$ cat config.mk
export PLATFORM = sky130hd
export DESIGN_NAME = data_ram_arbiter
export DESIGN_NICKNAME = d
export VERILOG_FILES = /design/src/rtl/data_ram_arbiter_pkg.sv /design/src/rtl/data_ram_arbiter_rr_grant2.sv /design/src/rtl/data_ram_arbiter.sv
export SDC_FILE = /design/constraint.sdc
export NUM_CORES = 1
export LEC_CHECK = 0
export BUFFER_PORTS_ARGS = -buffer_cell sky130_fd_sc_hd__buf_2
export CORE_AREA = 2 2 96 98
export CTS_CLUSTER_DIAMETER = 150
export DETAILED_ROUTE_END_ITERATION = 10
export DIE_AREA = 0 0 98 100
export SYNTH_ARGS = -nofsm -noshare
export SYNTH_HDL_FRONTEND = slang
export SYNTH_HIERARCHICAL = 1
export SYNTH_SLANG_ARGS = --single-unit
$ cat constraint.sdc
create_clock -name clk -period 3 [get_ports clk]
set_input_delay 0.15 -clock clk [delete_from_list [all_inputs] [get_ports clk]]
set_output_delay 0.15 -clock clk [all_outputs]
set_load 0.02 [all_outputs]
$ cat src/rtl/data_ram_arbiter_pkg.sv
// Shared types and constants for the two-master data RAM arbiter.
package data_ram_arbiter_pkg;

    // Ownership state of the arbiter: no owner, or locked to master 0 / master 1.
    typedef enum logic [1:0] {
        IDLE = 2'd0,
        OWN0 = 2'd1,
        OWN1 = 2'd2
    } arb_state_e;

    localparam logic MASTER0 = 1'b0;
    localparam logic MASTER1 = 1'b1;

    // Map a master id to the state in which that master owns the RAM.
    function automatic arb_state_e own_state(input logic id);
        return (id == MASTER1) ? OWN1 : OWN0;
    endfunction

endpackage

$ cat src/rtl/data_ram_arbiter_rr_grant2.sv
// Two-way round-robin arbiter with lock-based ownership and a fairness cap.
// The grant is combinational from the current requests and registered state.
module rr_grant2
    import data_ram_arbiter_pkg::*;
#(
    parameter int MAX_LOCK = 16
) (
    input  logic       clk,
    input  logic       reset,
    input  logic [1:0] req,
    input  logic [1:0] lock,
    output logic [1:0] grant,
    output logic       grant_id
);

    localparam int CNT_W = $clog2(MAX_LOCK + 1);
    localparam logic [CNT_W-1:0] CNT_MAX  = CNT_W'(MAX_LOCK);
    localparam logic [CNT_W-1:0] CNT_ONE  = CNT_W'(1);
    localparam logic [CNT_W-1:0] CNT_ZERO = CNT_W'(0);

    arb_state_e       state;
    arb_state_e       state_next;
    logic             last_grant;
    logic             last_grant_next;
    logic [CNT_W-1:0] lock_cnt;
    logic [CNT_W-1:0] lock_cnt_next;

    logic [1:0]       rr_grant;
    logic             owner_id;
    logic             owner_holds;
    logic             lock_full;

    assign owner_id    = (state == OWN1) ? MASTER1 : MASTER0;
    assign owner_holds = req[owner_id] & lock[owner_id];
    assign lock_full   = (lock_cnt == CNT_MAX);
    assign grant_id    = grant[1];

    // Round-robin pick: on a tie the master that was not granted last wins.
    always_comb begin
        rr_grant = 2'b00;
        if (req == 2'b11) begin
            rr_grant = (last_grant == MASTER1) ? 2'b01 : 2'b10;
        end else if (req[1]) begin
            rr_grant = 2'b10;
        end else if (req[0]) begin
            rr_grant = 2'b01;
        end else begin
            rr_grant = 2'b00;
        end
    end

    // Grant selection: a locking owner keeps the RAM until its run is capped
    // and the other master is waiting; otherwise fall back to round-robin.
    always_comb begin
        grant = 2'b00;
        if (reset) begin
            grant = 2'b00;
        end else begin
            case (state)
                OWN0, OWN1: begin
                    if (owner_holds) begin
                        if (lock_full && req[~owner_id]) begin
                            grant = (owner_id == MASTER1) ? 2'b01 : 2'b10;
                        end else begin
                            grant = (owner_id == MASTER1) ? 2'b10 : 2'b01;
                        end
                    end else begin
                        grant = rr_grant;
                    end
                end
                IDLE:    grant = rr_grant;
                default: grant = rr_grant;
            endcase
        end
    end

    // Next ownership, run counter and last-grant tracking. The accept that
    // establishes ownership counts as the first grant of the locked run.
    always_comb begin
        state_next      = IDLE;
        lock_cnt_next   = CNT_ZERO;
        last_grant_next = last_grant;
        if (grant != 2'b00) begin
            last_grant_next = grant_id;
            if (lock[grant_id]) begin
                state_next = own_state(grant_id);
                if (state == own_state(grant_id)) begin
                    lock_cnt_next = lock_full ? lock_cnt : (lock_cnt + CNT_ONE);
                end else begin
                    lock_cnt_next = CNT_ONE;
                end
            end else begin
                state_next    = IDLE;
                lock_cnt_next = CNT_ZERO;
            end
        end else begin
            state_next    = IDLE;
            lock_cnt_next = CNT_ZERO;
        end
    end

    // Arbitration state registers; master 0 wins the first tie after reset.
    always_ff @(posedge clk) begin
        if (reset) begin
            state      <= IDLE;
            last_grant <= MASTER1;
            lock_cnt   <= CNT_ZERO;
        end else begin
            state      <= state_next;
            last_grant <= last_grant_next;
            lock_cnt   <= lock_cnt_next;
        end
    end

endmodule

$ cat src/rtl/data_ram_arbiter.sv
// Two-master arbiter in front of a single-port synchronous RAM.
// Commands are accepted with zero wait when granted; reads return one cycle
// later on the issuing master only, writes complete in the accept cycle.
module data_ram_arbiter
    import data_ram_arbiter_pkg::*;
#(
    parameter int ADDR_W   = 10,
    parameter int DATA_W   = 32,
    parameter int MAX_LOCK = 16
) (
    input  logic                clk,
    input  logic                reset,
    input  logic [ADDR_W-1:0]   m0_address,
    input  logic [DATA_W/8-1:0] m0_byteenable,
    input  logic                m0_read,
    input  logic                m0_write,
    input  logic                m0_lock,
    input  logic [DATA_W-1:0]   m0_writedata,
    output logic                m0_waitrequest,
    output logic [DATA_W-1:0]   m0_readdata,
    output logic                m0_readdatavalid,
    input  logic [ADDR_W-1:0]   m1_address,
    input  logic [DATA_W/8-1:0] m1_byteenable,
    input  logic                m1_read,
    input  logic                m1_write,
    input  logic                m1_lock,
    input  logic [DATA_W-1:0]   m1_writedata,
    output logic                m1_waitrequest,
    output logic [DATA_W-1:0]   m1_readdata,
    output logic                m1_readdatavalid,
    output logic [ADDR_W-1:0]   ram_address,
    output logic [DATA_W/8-1:0] ram_byteenable,
    output logic [DATA_W-1:0]   ram_writedata,
    output logic                ram_chipselect,
    output logic                ram_write,
    output logic                ram_clken,
    input  logic [DATA_W-1:0]   ram_readdata
);

    logic [1:0] req;
    logic [1:0] lock;
    logic [1:0] grant;
    logic       grant_id;
    logic       any_grant;
    logic       granted_read;
    logic       rd_tag_valid;
    logic       rd_tag_id;

    assign req       = {m1_read | m1_write, m0_read | m0_write};
    assign lock      = {m1_lock, m0_lock};
    assign any_grant = |grant;

    rr_grant2 #(
        .MAX_LOCK (MAX_LOCK)
    ) u_rr_grant2 (
        .clk      (clk),
        .reset    (reset),
        .req      (req),
        .lock     (lock),
        .grant    (grant),
        .grant_id (grant_id)
    );

    assign m0_waitrequest = reset | (req[0] & ~grant[0]);
    assign m1_waitrequest = reset | (req[1] & ~grant[1]);
    assign ram_chipselect = any_grant;
    assign ram_clken      = 1'b1;

    // Steer the granted master onto the RAM port; a write strobe wins over a
    // simultaneous (illegal) read strobe so no read tag is raised for it.
    always_comb begin
        ram_address    = m0_address;
        ram_byteenable = m0_byteenable;
        ram_writedata  = m0_writedata;
        ram_write      = 1'b0;
        granted_read   = 1'b0;
        if (grant_id == MASTER1) begin
            ram_address    = m1_address;
            ram_byteenable = m1_byteenable;
            ram_writedata  = m1_writedata;
            ram_write      = any_grant & m1_write;
            granted_read   = any_grant & m1_read & ~m1_write;
        end else begin
            ram_address    = m0_address;
            ram_byteenable = m0_byteenable;
            ram_writedata  = m0_writedata;
            ram_write      = any_grant & m0_write;
            granted_read   = any_grant & m0_read & ~m0_write;
        end
    end

    // Read tag: remembers which master owns the RAM output next cycle.
    always_ff @(posedge clk) begin
        if (reset) begin
            rd_tag_valid <= 1'b0;
            rd_tag_id    <= MASTER0;
        end else begin
            rd_tag_valid <= granted_read;
            rd_tag_id    <= grant_id;
        end
    end

    // Valid is suppressed while reset is held so a read accepted just before
    // reset never reports data.
    assign m0_readdatavalid = rd_tag_valid & (rd_tag_id == MASTER0) & ~reset;
    assign m1_readdatavalid = rd_tag_valid & (rd_tag_id == MASTER1) & ~reset;
    assign m0_readdata      = ram_readdata;
    assign m1_readdata      = ram_readdata;

endmodule

Yosys cells after proc, flatten, opt, wreduce, memory -nomap -nowiden
Index checks and enable logic that the tools add are counted.
Word-level totals
  register bits after elaboration: 10
  bits in read-only memories: 0
  input port bits: 132
  memory bits (writable): 0
  logic and storage cells: 76
  bits in latches: 0
  output and inout bits: 117
  memories kept: 0
Cells by class
  mux-type cells: 27
  divide/modulo/power cells: 0
  eq/ne operators: 6
  reductions and logical operators: 6
  bitwise operators: 27
  multipliers: 0
  shift-type cells: 0
  add/subtract/negate cells: 1
  order comparisons: 3
Operators with widths (number)
  $mux 32: 1
  $mux 2: 10
  $mux 1: 14
  $and 1x1->1: 13
  $mux 10: 1
  $not 1->1: 10
  $lt 1x2->1 const B: 3
  $add 5x1->5 const B: 1
  $eq 5x5->1 const B: 1
  $eq 2x2->1 const B: 2
  $mux 4: 1
  $or 1x1->1: 4
  $reduce_or 2->1: 2
  $reduce_or 4->1: 1
  $reduce_or 3->1: 1
  $eq 2x1->1 const B: 1
  $eq 2x2->1: 1
  $ne 2x2->1 const B: 1
  $reduce_bool 2->1: 1
  $logic_and 1x1->1: 1

Logic depth before layout (Yosys ltp)
Gate-level depths: netlist of run 1.
  depth in word-level cells: 14
  gate-level depth with buffers: 10
  gate-level depth less buffers: 8

By module
The synthesis of run 1 kept the hierarchy.
Modules (own cells, without submodules)
  data_ram_arbiter: seq. area each 40.0 um2, area an instance 1191.1 um2, times used 1, cells each 135
  rr_grant2: seq. area each 160.2 um2, area an instance 555.5 um2, times used 1, cells each 63

Worst setup path after synthesis of run 1
Ideal clock, no wire load.
  path kind: reg-to-output
  from: register u_rr_grant2.state[0]
  to: output ram_writedata[23]
  slack: 0.586 ns
  cell stages (with the launch flop): 10
  data arrival time: 2.264 ns
  path through: dfxtp_1 > inv_1 > ha_1 > and4b_1 > buf_2 > o32a_4 > a21oi_1 > buf_4 > buf_6 > mux2_2
On the way
  word-level cells in the longest chain between the ends: 10
  elaborated cells between the ends (all ways): 19
  classes of those cells: eq/ne (2); mux (14); bitwise (1); reduce/logical (2)
RTL lines
  from (decl): line data_ram_arbiter_rr_grant2.sv:21  | arb_state_e state;
  from (signal assigned): line data_ram_arbiter_rr_grant2.sv:109  | state <= state_next;
  $eq 2x2->1: line data_ram_arbiter_rr_grant2.sv:33, data_ram_arbiter_rr_grant2.sv:59
  $mux 1: line data_ram_arbiter_rr_grant2.sv:33  | assign owner_id = (state == OWN1) ? MASTER1 : MASTER0;
  $mux 1 (implied by the code) (2 in a row): line data_ram_arbiter_rr_grant2.sv:62  | if (lock_full && req[~owner_id]) begin
  $logic_and 1x1->1: line data_ram_arbiter_rr_grant2.sv:62
  $mux 2: line data_ram_arbiter_rr_grant2.sv:62
  $mux 2: line data_ram_arbiter_rr_grant2.sv:61  | if (owner_holds) begin
  $mux 2 *: line data_ram_arbiter_rr_grant2.sv:59  | case (state)
  $mux 2 *: line data_ram_arbiter_rr_grant2.sv:56  | if (reset) begin
  via grant_id: line data_ram_arbiter.sv:43  | logic grant_id;
  $mux 32 *: line data_ram_arbiter.sv:77  | if (grant_id == MASTER1) begin
  to (decl): line data_ram_arbiter.sv:33  | output logic [DATA_W-1:0] ram_writedata,
Mark *: on every way through the listed nets, which the timed path passes. The rest lies on a longest branch. The select of a mux whose other input is x is not followed.

Worst setup path in the final report of run 1
  from: register u_rr_grant2.state[0]
  to: output ram_address[0]
On the way
  word-level cells in the longest chain between the ends: 10
  elaborated cells between the ends (all ways): 19
  classes of those cells: eq/ne (2); mux (14); bitwise (1); reduce/logical (2)
RTL lines
  $eq 2x2->1: line data_ram_arbiter_rr_grant2.sv:33, data_ram_arbiter_rr_grant2.sv:59
  $mux 1: line data_ram_arbiter_rr_grant2.sv:33
  $mux 1 (implied by the code) (2 in a row): line data_ram_arbiter_rr_grant2.sv:62
  $logic_and 1x1->1: line data_ram_arbiter_rr_grant2.sv:62
  $mux 2: line data_ram_arbiter_rr_grant2.sv:62
  $mux 2: line data_ram_arbiter_rr_grant2.sv:61
  $mux 2 *: line data_ram_arbiter_rr_grant2.sv:59
  $mux 2 *: line data_ram_arbiter_rr_grant2.sv:56
  via grant_id: line data_ram_arbiter.sv:43
  $mux 10 *: line data_ram_arbiter.sv:77
  to (decl): line data_ram_arbiter.sv:31  | output logic [ADDR_W-1:0] ram_address,
Marked as above.

==> flow_summary.ini, run 1 <==
[outcome]
outcome = complete, no violations

[clock_network]
cts-root-buf = clkbuf_8
cts_buffers = 3
cts_tree = yes
postCtsResizedCells = 0
h-tree-depth = 1
postCtsHoldBufs = 0
cts_setup_buffers = 0
clock-sinks = 10
cts.path.max_buffers = 2
insertion_delay_ps = 250
clkTransAtPathRegs_ps = 50

[synth]
synth.cell_area_sq_um = 1750
syn-instance-count = 198
synth_area_leader_cell = mux2_2
synth_top_area_share_pct = 29.7
yosysWarnings = 6
ys_types = 39
synth.area.top_cells = mux2_2 30%, buf_4 29%, dfxtp_1 11%
ys.flop_type = dfxtp_1
postSynthAreaPerCell_sq_um = 8.82
synth-edff-count = 0
synth_seq_cells = 10
async_reset_ff_share_pct = 0
seq_area_frac_synth_pct = 11.5
synthTopCellsByCount = 67 x buf_4, 46 x mux2_2, 10 x dfxtp_1
syn_nets = 333
synth_most_common_cell = buf_4

[setup_path]
cp_max_fo = 28
critPathLaunchType = register
r2r-start = u_rr_grant2/state[0]$_SDFF_PP0_
required_ps = 2850
crit_start = u_rr_grant2/state[0]$_SDFF_PP0_
crit_type = reg -> out
critPathCaptureType = output pin
crit_arrival_ps = 2670

[timing]
finalWorstSetupSlack_ps = 184
clock_skew_ps = 3.35
finalHoldViolCount = 0
final.setup.tns_ps = 0
relSlewSlack_pct = 62.6
finalMaxSlewViolations = 0
fin_crit_ps = 2820
setup_viol = 0
worst_pin_slew_ps = 556
fmax_mhz = 355
hold-worst-slack_ps = 169
rsz0062_at_grt = false
min_period_over_period_pct = 93.9

[placed_design]
portBuffers = 151
place_congestion = 0.802
dpl.hpwl_mm = 4.86
place_ws_ps = 479

[global_routing]
antenna_found_initial = 0
gr-total-overflow = 0
grt_usage_pct = 10.7
grt_max_degree = 29
grt_pass1_wl_mm = 8.27
grt_pass1_vias = 1595

[route]
dr_total_vias = 1634
antenna_left = 0
wl_per_cell_microns = 14.2
drt-vias-per-instance = 4.15
drc = 0
first_iter_violations = 20
drt-total-wl_mm = 5.58
drt_first_pass_iters = 4

[power_and_ir_drop]
leakage_uw = 0.00108
ir_worst_vdd_mv = 0.0943
totalPowerFinal_uw = 731
power_density_nw_per_um2 = 330

[floorplanning]
io_pins = 249
die_area_sq_um = 9800
die_h_microns = 100
start_util_pct = 19.6
rows = 35
core_sq_um = 8890
die_x_microns = 98

[flow_run]
drv_cap = 0

[final_layout]
fin_nets = 419
layout-drive-gt1-share_pct = 75.6
antenna_cells = 0
syn_to_final_growth_pct = 26.7

[worst_hold_path]
hp-class = in -> reg
holdCritStartpoint = m1_lock
==> critical path: stages, from the launching register on <==
cell,delay [ps]
dfxtp_1,350
inv_1,80
ha_1,300
and4b_1,400
o31ai_1,190
a21oi_4,330
buf_12,230
mux2_2,370
buf_2,160
==> power by group <==
group	internal [uW]	switching [uW]	leakage [uW]
registers	139	5.60	0.0000816
logic	191	218	0.000971
clock network	116	60.1	0.0000288
==> layout make-up <==
cell class | count | area, sq um
multi-input combinational | 107 | 990
tap | 111 | 139
inverter | 9 | 33.8
fill | 987 | 6680
clock buffer | 4 | 55.1
timing repair buffer | 153 | 796
sequential | 10 | 200
==> layout by cell type, fill, tap and decap left out, types with 2 or more instances in the layout <==
cell type,instances
xnor2_1,2
clkbuf_8,4
nor3_1,4
nand3_1,4
a211oi_2,2
nor2_1,7
a21o_1,2
buf_2,151
a21oi_1,2
nor2b_1,2
and4bb_2,2
dfxtp_1,10
inv_1,9
xor2_1,2
or2_2,2
mux2_2,46
and2_1,3
nand3b_1,2
buf_12,2
ha_1,3
nand2_1,3
==> metal layers <==
layer	GRT usage, %	vias to the layer above	wire length [microns]
li1	-	780	-
met4	5.34	0	173
met2	17.9	88	2760
met5	0	-	0
met3	2.86	23	429
met1	12.7	743	2220
==> through the flow <==
| step | std cells | utilization [%] | instance area, sq um |
|---|---|---|---|
| 3_3_place_gp | 390 | 24.3 | 2160 |
| 3_5_place_dp | 390 | 24.3 | 2160 |
| 2_1_floorplan | 198 | - | 1750 |
| 5_1_grt | 394 | 24.9 | 2210 |
| 4_1_cts | 394 | 24.9 | 2210 |
| 6_report | 394 | 24.9 | 2210 |
==> path summary, 6_finish.rpt <==
path / to / slack (ps) / depth (start not counted)
max reg2reg: rd_tag_valid$_SDFF_PP0_ / 430 / 8
max: ram_address[0] / 180 / 8
min reg2reg: u_rr_grant2/lock_cnt[1]$_SDFFE_PP0P_ / 530 / 2
min: u_rr_grant2/state[1]$_SDFF_PP0_ / 170 / 2
==> flip-flops by register name, indices dropped and copies added (netlist names) <==
name and count:
rd_tag_id 1, u_rr_grant2/state 2, u_rr_grant2/lock_cnt 5, rd_tag_valid 1, u_rr_grant2/last_grant 1
==> kinds of logic (layout without fill, tap and decap cells) <==
| kind of cell | Yosys count | count (layout) | synth area share (%) |
|---|---|---|---|
| xor+xnor | 4 | 4 | 2.01 |
| flops | 10 | 10 | 11.5 |
| mux | 47 | 47 | 30.2 |
| other cells | 1 | 1 | 0.215 |
| buf+inv | 81 | 166 | 32.5 |
| compound gates | 17 | 17 | 8.24 |
| simple gates | 35 | 35 | 13.2 |
| fa+ha+maj | 3 | 3 | 2.15 |
(Power assumes the default switching activity.)
==> run 2, diff against run 1 <==
--- a/config.mk
+++ b/config.mk
@@ -5,11 +5,14 @@
 export SDC_FILE = /design/constraint.sdc
 export NUM_CORES = 1
 export LEC_CHECK = 0
+export ABC_AREA = 1
 export BUFFER_PORTS_ARGS = -buffer_cell sky130_fd_sc_hd__buf_2
-export CORE_AREA = 2 2 96 98
+export CELL_PAD_IN_SITES_DETAIL_PLACEMENT = 0
+export CELL_PAD_IN_SITES_GLOBAL_PLACEMENT = 1
+export CORE_UTILIZATION = 18
 export CTS_CLUSTER_DIAMETER = 150
 export DETAILED_ROUTE_END_ITERATION = 10
-export DIE_AREA = 0 0 98 100
+export PLACE_DENSITY_LB_ADDON = 0.1
 export SYNTH_ARGS = -nofsm -noshare
 export SYNTH_HDL_FRONTEND = slang
 export SYNTH_HIERARCHICAL = 1
==> flow_summary.ini, run 2 <==
[placed_design]
place_congestion = 0.730
place_ws_ps = 549
dp.cells = 533
portBuffers = 151
postPlaceCellArea_sq_um = 2210
dpl.hpwl_mm = 4.87

[clock_network]
cts_tree = yes
cts.path.max_buffers = 2
postCtsResizedCells = 0
postCtsHoldBufs = 0
insertion_delay_ps = 240
h-tree-depth = 1
clock-sinks = 10
cts_setup_buffers = 0
clkTransAtPathRegs_ps = 50
cts_buffers = 3
cts-root-buf = clkbuf_8

[synth]
syn-instance-count = 322
postSynthAreaPerCell_sq_um = 5.66
synth.cell_area_sq_um = 1820
synth.area.top_cells = nand2_1 33%, buf_4 29%, dfxtp_1 11%
synth_seq_cells = 10
synth_area_leader_cell = nand2_1
ys.flop_type = dfxtp_1
synthTopCellsByCount = 160 x nand2_1, 71 x buf_4, 19 x inv_1
synth_most_common_cell = nand2_1
ys_types = 27
synth_top_area_share_pct = 33.0
seq_area_frac_synth_pct = 11.0
syn_nets = 457
yosysWarnings = 6
async_reset_ff_share_pct = 0
synth-edff-count = 0

[global_routing]
grt_max_degree = 51
grt_usage_pct = 10.5
grt_pass1_wl_mm = 8.67
antenna_found_initial = 0
gr-total-overflow = 0
grt_pass1_vias = 1847

[final_layout]
final_cell_mix = 160 x nand2_1, 151 x buf_2, 19 x inv_1, 10 x dfxtp_1, 9 x nor2_1
antenna_cells = 0
layoutNonFillerInstCount = 536
mostFrequentLayoutCell = nand2_1
regMostFlops = u_rr_grant2/lock_cnt
top_regs = u_rr_grant2/lock_cnt (5), u_rr_grant2/state (2)
fin_area_sq_um = 2250
fin_nets = 540
layout-drive-gt1-share_pct = 45.4
syn_to_final_growth_pct = 23.5
largest_register_ffs = 5

[route]
drt_first_pass_iters = 4
drt-total-wl_mm = 5.71
drt-vias-per-instance = 3.72
wl_per_cell_microns = 10.7
antenna_left = 0
first_iter_violations = 41
drc = 0
dr_total_vias = 1995

[timing]
finalWorstSetupSlack_ps = 338
rsz0062_at_grt = false
final.setup.tns_ps = 0
finalHoldViolCount = 0
fin_crit_ps = 2660
hold-worst-slack_ps = 166
fmax_mhz = 376
finalMaxSlewViolations = 0
setup_viol = 0
clock_skew_ps = 2.91
min_period_over_period_pct = 88.7

[setup_path]
ff2ff_path_depth = 13
rrSetupSlack_ps = 850
cp_max_fo = 50
critPathCaptureType = output pin
crit_arrival_ps = 2510
timing.rr.end = rd_tag_valid$_SDFF_PP0_
r2r-start = u_rr_grant2/state[0]$_SDFF_PP0_
crit_type = reg -> out
critPathLaunchType = register
required_ps = 2850

[floorplanning]
die_h_microns = 103
die_area_sq_um = 10500
rows = 36
die_x_microns = 103
io_pins = 249
core_sq_um = 9770
start_util_pct = 18.6

[flow_run]
drv_cap = 0

[worst_hold_path]
holdCritStartpoint = m0_read
hp-class = in -> reg
hold_path_end = rd_tag_valid$_SDFF_PP0_
hold_depth = 3

[power_and_ir_drop]
ir_worst_vdd_mv = 0.118
leakage_uw = 0.00140
power_density_nw_per_um2 = 349

[outcome]
outcome = complete, no violations
run 2: worst max-delay path by stage:
stage,start,endpoint,slack [ps],cells past startpoint
6_report,u_rr_grant2/state[0]$_SDFF_PP0_,ram_write,340,14
5_1_grt,u_rr_grant2/state[0]$_SDFF_PP0_,ram_write,50,14
4_1_cts,u_rr_grant2/state[0]$_SDFF_PP0_,ram_write,280,14
3_5_place_dp,u_rr_grant2/state[0]$_SDFF_PP0_,ram_write,550,14
3_3_place_gp,u_rr_grant2/state[0]$_SDFF_PP0_,ram_write,540,14
2_1_floorplan,u_rr_grant2/state[0]$_SDFF_PP0_,ram_write,900,13
run 2: logic make-up (layout without fill, tap and decap cells):
logic type	after synthesis	count (layout)	synth area share [%]
AOI/OAI and AO/OA	8	8	2.95
xor gates and xnor gates	3	3	1.44
adders and majority gates	3	3	2.06
buffers and inverters	98	179	35.2
DFF	10	10	11.0
other	1	1	0.206
and+or+nand+nor	199	199	47.1
run 2: stage by stage:
stage,total power (uW),util [%]
2_1_floorplan,595,-
3_3_place_gp,667,22.6
3_5_place_dp,657,22.6
4_1_cts,808,23.0
5_1_grt,861,23.0
6_report,786,23.0
run 2: critical path, stage by stage (launching register included):
cell	delay (ps)
dfxtp_1	300
inv_1	60
ha_1	250
inv_2	70
nand2_1	40
nand3b_1	190
nand3_4	140
nand2_4	100
inv_1	100
buf_4	430
inv_1	110
nand2_1	110
o21ai_0	90
nor2_1	90
buf_2	170
run 2: report_power, final:
part / internal, uW / leakage (uW) / switching, uW
Clock: 88.1 / 0.0000216 / 54.6
Combinational: 177 / 0.00130 / 321
Sequential: 142 / 0.0000816 / 4.79
Total: 406 / 0.00140 / 380
run 2: final cells by class:
| type | instances | area [sq um] |
|---|---|---|
| Multi-Input combinational cell | 214 | 980 |
| Timing Repair Buffer | 154 | 778 |
| Tap cell | 133 | 166 |
| Clock buffer | 3 | 41.3 |
| Inverter | 22 | 83.8 |
| Fill cell | 1153 | 7520 |
| Sequential cell | 10 | 200 |
run 2: metal layers:
layer | share of wire (%) | global-route usage [%]
met1 | 37 | 10.9
met2 | 51 | 18.9
met3 | 11 | 5.08
met4 | 0.91 | 2.20
met5 | 0 | 0
==> run 3, diff against run 2 <==
--- a/config.mk
+++ b/config.mk
@@ -5,11 +5,11 @@
 export SDC_FILE = /design/constraint.sdc
 export NUM_CORES = 1
 export LEC_CHECK = 0
-export ABC_AREA = 1
+export ABC_CLOCK_PERIOD_IN_PS = 3000
 export BUFFER_PORTS_ARGS = -buffer_cell sky130_fd_sc_hd__buf_2
 export CELL_PAD_IN_SITES_DETAIL_PLACEMENT = 0
 export CELL_PAD_IN_SITES_GLOBAL_PLACEMENT = 1
-export CORE_UTILIZATION = 18
+export CORE_UTILIZATION = 19
 export CTS_CLUSTER_DIAMETER = 150
 export DETAILED_ROUTE_END_ITERATION = 10
 export PLACE_DENSITY_LB_ADDON = 0.1
==> flow_summary.ini, run 3 (synthesized netlist as in run 1, its figures left out) <==
[clock_network]
cts-root-buf = clkbuf_8
cts_buffers = 3
cts_tree = yes
cts_setup_buffers = 0
clkTransAtPathRegs_ps = 50
postCtsResizedCells = 0
insertion_delay_ps = 240
clock-sinks = 10
postCtsHoldBufs = 0
h-tree-depth = 1
cts.path.max_buffers = 2

[floorplanning]
die_x_microns = 97.9
die_area_sq_um = 9580
io_pins = 249
core_sq_um = 8810
die_h_microns = 97.9
rows = 34
start_util_pct = 19.8

[setup_path]
cpLargestDelayFamily = compound AO/OA/AOI/OAI gates
crit_type = reg -> out
critPathCaptureType = output pin
cp_common_cell = inv_1
ff2ff_path_depth = 8
r2r-start = u_rr_grant2/state[0]$_SDFF_PP0_
cp_max_fo = 27
rrSetupSlack_ps = 520
cp_num_buf_inv = 4
slowest_stage = o31ai_1
crit_arrival_ps = 2540
timing.rr.end = rd_tag_valid$_SDFF_PP0_
required_ps = 2850
crit_chain = inv_1 > ha_1 > and4b_1 > o31ai_1 > a21oi_4 > buf_12 > nor2_1 > inv_1 > buf_2
crit_start = u_rr_grant2/state[0]$_SDFF_PP0_
critPathLaunchType = register
cpPeakStageDelay_ps = 540

[placed_design]
postPlaceCellArea_sq_um = 2150
place_congestion = 0.695
portBuffers = 151
dpl.hpwl_mm = 4.84

[outcome]
outcome = finished, violations left
violations = design-rule violations

[timing]
setup_viol = 0
rsz0062_at_grt = false
hold-worst-slack_ps = 165
min_period_over_period_pct = 89.5
fmax_mhz = 372
fin_crit_ps = 2690
final.setup.tns_ps = 0
worst_pin_slew_ps = 565
relSlewSlack_pct = 62.0
clock_skew_ps = 1.66
finalHoldViolCount = 0
finalMaxSlewViolations = 0

[route]
first_iter_violations = 21
drt_first_pass_iters = 7
drc = 5
antenna_left = 0
dr_total_vias = 1599
wl_per_cell_microns = 14.5
drt-total-wl_mm = 5.67
drt-vias-per-instance = 4.09

[final_layout]
syn_to_final_growth_pct = 26.5
regMostFlops = u_rr_grant2/lock_cnt
antenna_cells = 0
fin_nets = 419
largest_register_ffs = 5
final_cell_mix = 151 x buf_2, 46 x mux2_2, 10 x dfxtp_1, 9 x inv_1, 7 x nor2_1
top_regs = u_rr_grant2/lock_cnt (5), u_rr_grant2/state (2)
mostFrequentLayoutCell = buf_2
layout-drive-gt1-share_pct = 75.6
fin_area_sq_um = 2210
fillers = 985

[power_and_ir_drop]
internal_power_uw = 446
switching_share_pct = 38.5
seqPwrFrac_pct = 19.9
ir_worst_vdd_mv = 0.0903
leakage_uw = 0.00108
p_sw_uw = 279
combPwrFrac_pct = 56.0
clkPwrFrac_pct = 24.1
power_density_nw_per_um2 = 328

[flow_run]
drv_cap = 0

[global_routing]
gr-total-overflow = 0
grt_pass1_vias = 1559
antenna_found_initial = 0
grt_usage_pct = 11.0
grt_max_degree = 28
grt_pass1_wl_mm = 8.40

[worst_hold_path]
hold_path_end = u_rr_grant2/state[1]$_SDFF_PP0_
hold_depth = 2
holdCritStartpoint = m1_lock
hp-class = in -> reg
## run 3: cell types whose count changed in the layout (fill, tap and decap cells not counted), moves of 3 or more
| cell | delta |
|---|---|
| nand2_1 | -157 |
| mux2_2 | +46 |
| inv_1 | -10 |
| nand2_2 | -8 |
| nor2_2 | -5 |
| and2_1 | +3 |
| buf_4 | -3 |
| nor3_1 | +3 |
## run 3: how the worst max path moves through the flow
stage | end | slack [ps] | cells past startpoint
3_5_place_dp | rd_tag_valid$_SDFF_PP0_ | 540 | 8
2_1_floorplan | ram_writedata[23] | 590 | 9
6_report | ram_chipselect | 310 | 9
4_1_cts | ram_chipselect | 310 | 9
3_3_place_gp | ram_write | 550 | 9
5_1_grt | ram_write | 140 | 9
## run 3: layout make-up
type | count | area, sq um | area share [%]
well taps | 108 | 135 | 6.12
clock buffers | 4 | 55.1 | 2.49
repair buffers | 153 | 796 | 36.0
inverters | 9 | 33.8 | 1.53
flip-flops and latches | 10 | 200 | 9.06
multi-input cells | 107 | 990 | 44.8
## run 3: metal layers
layer  global-route usage, %  part of all wire (%)  vias to the layer above
met4                    3.50                   1.1                        0
met5                       0                     0                        -
met2                    19.8                    53                       87
met1                    12.8                    39                      723
met3                    2.58                   7.1                       10
li1                        -                     -                      779
## run 3: metrics by stage
stage          std cells  power, uW  setup WS (ps)  utilization (%)
6_report             391        724            314             25.1
5_1_grt              391        770            135             25.1
4_1_cts              391        739            309             25.1
3_5_place_dp         387        557            539             24.5
3_3_place_gp         387        560            546             24.5
2_1_floorplan        198        522            586                -
## run 3: power by group through the flow
stage | Clock (uW) | Sequential (uW) | Combinational (uW)
2_1_floorplan | 0 | 146 | 376
3_3_place_gp | 0 | 147 | 413
3_5_place_dp | 0 | 147 | 410
4_1_cts | 182 | 144 | 413
5_1_grt | 188 | 145 | 437
6_report | 174 | 144 | 406
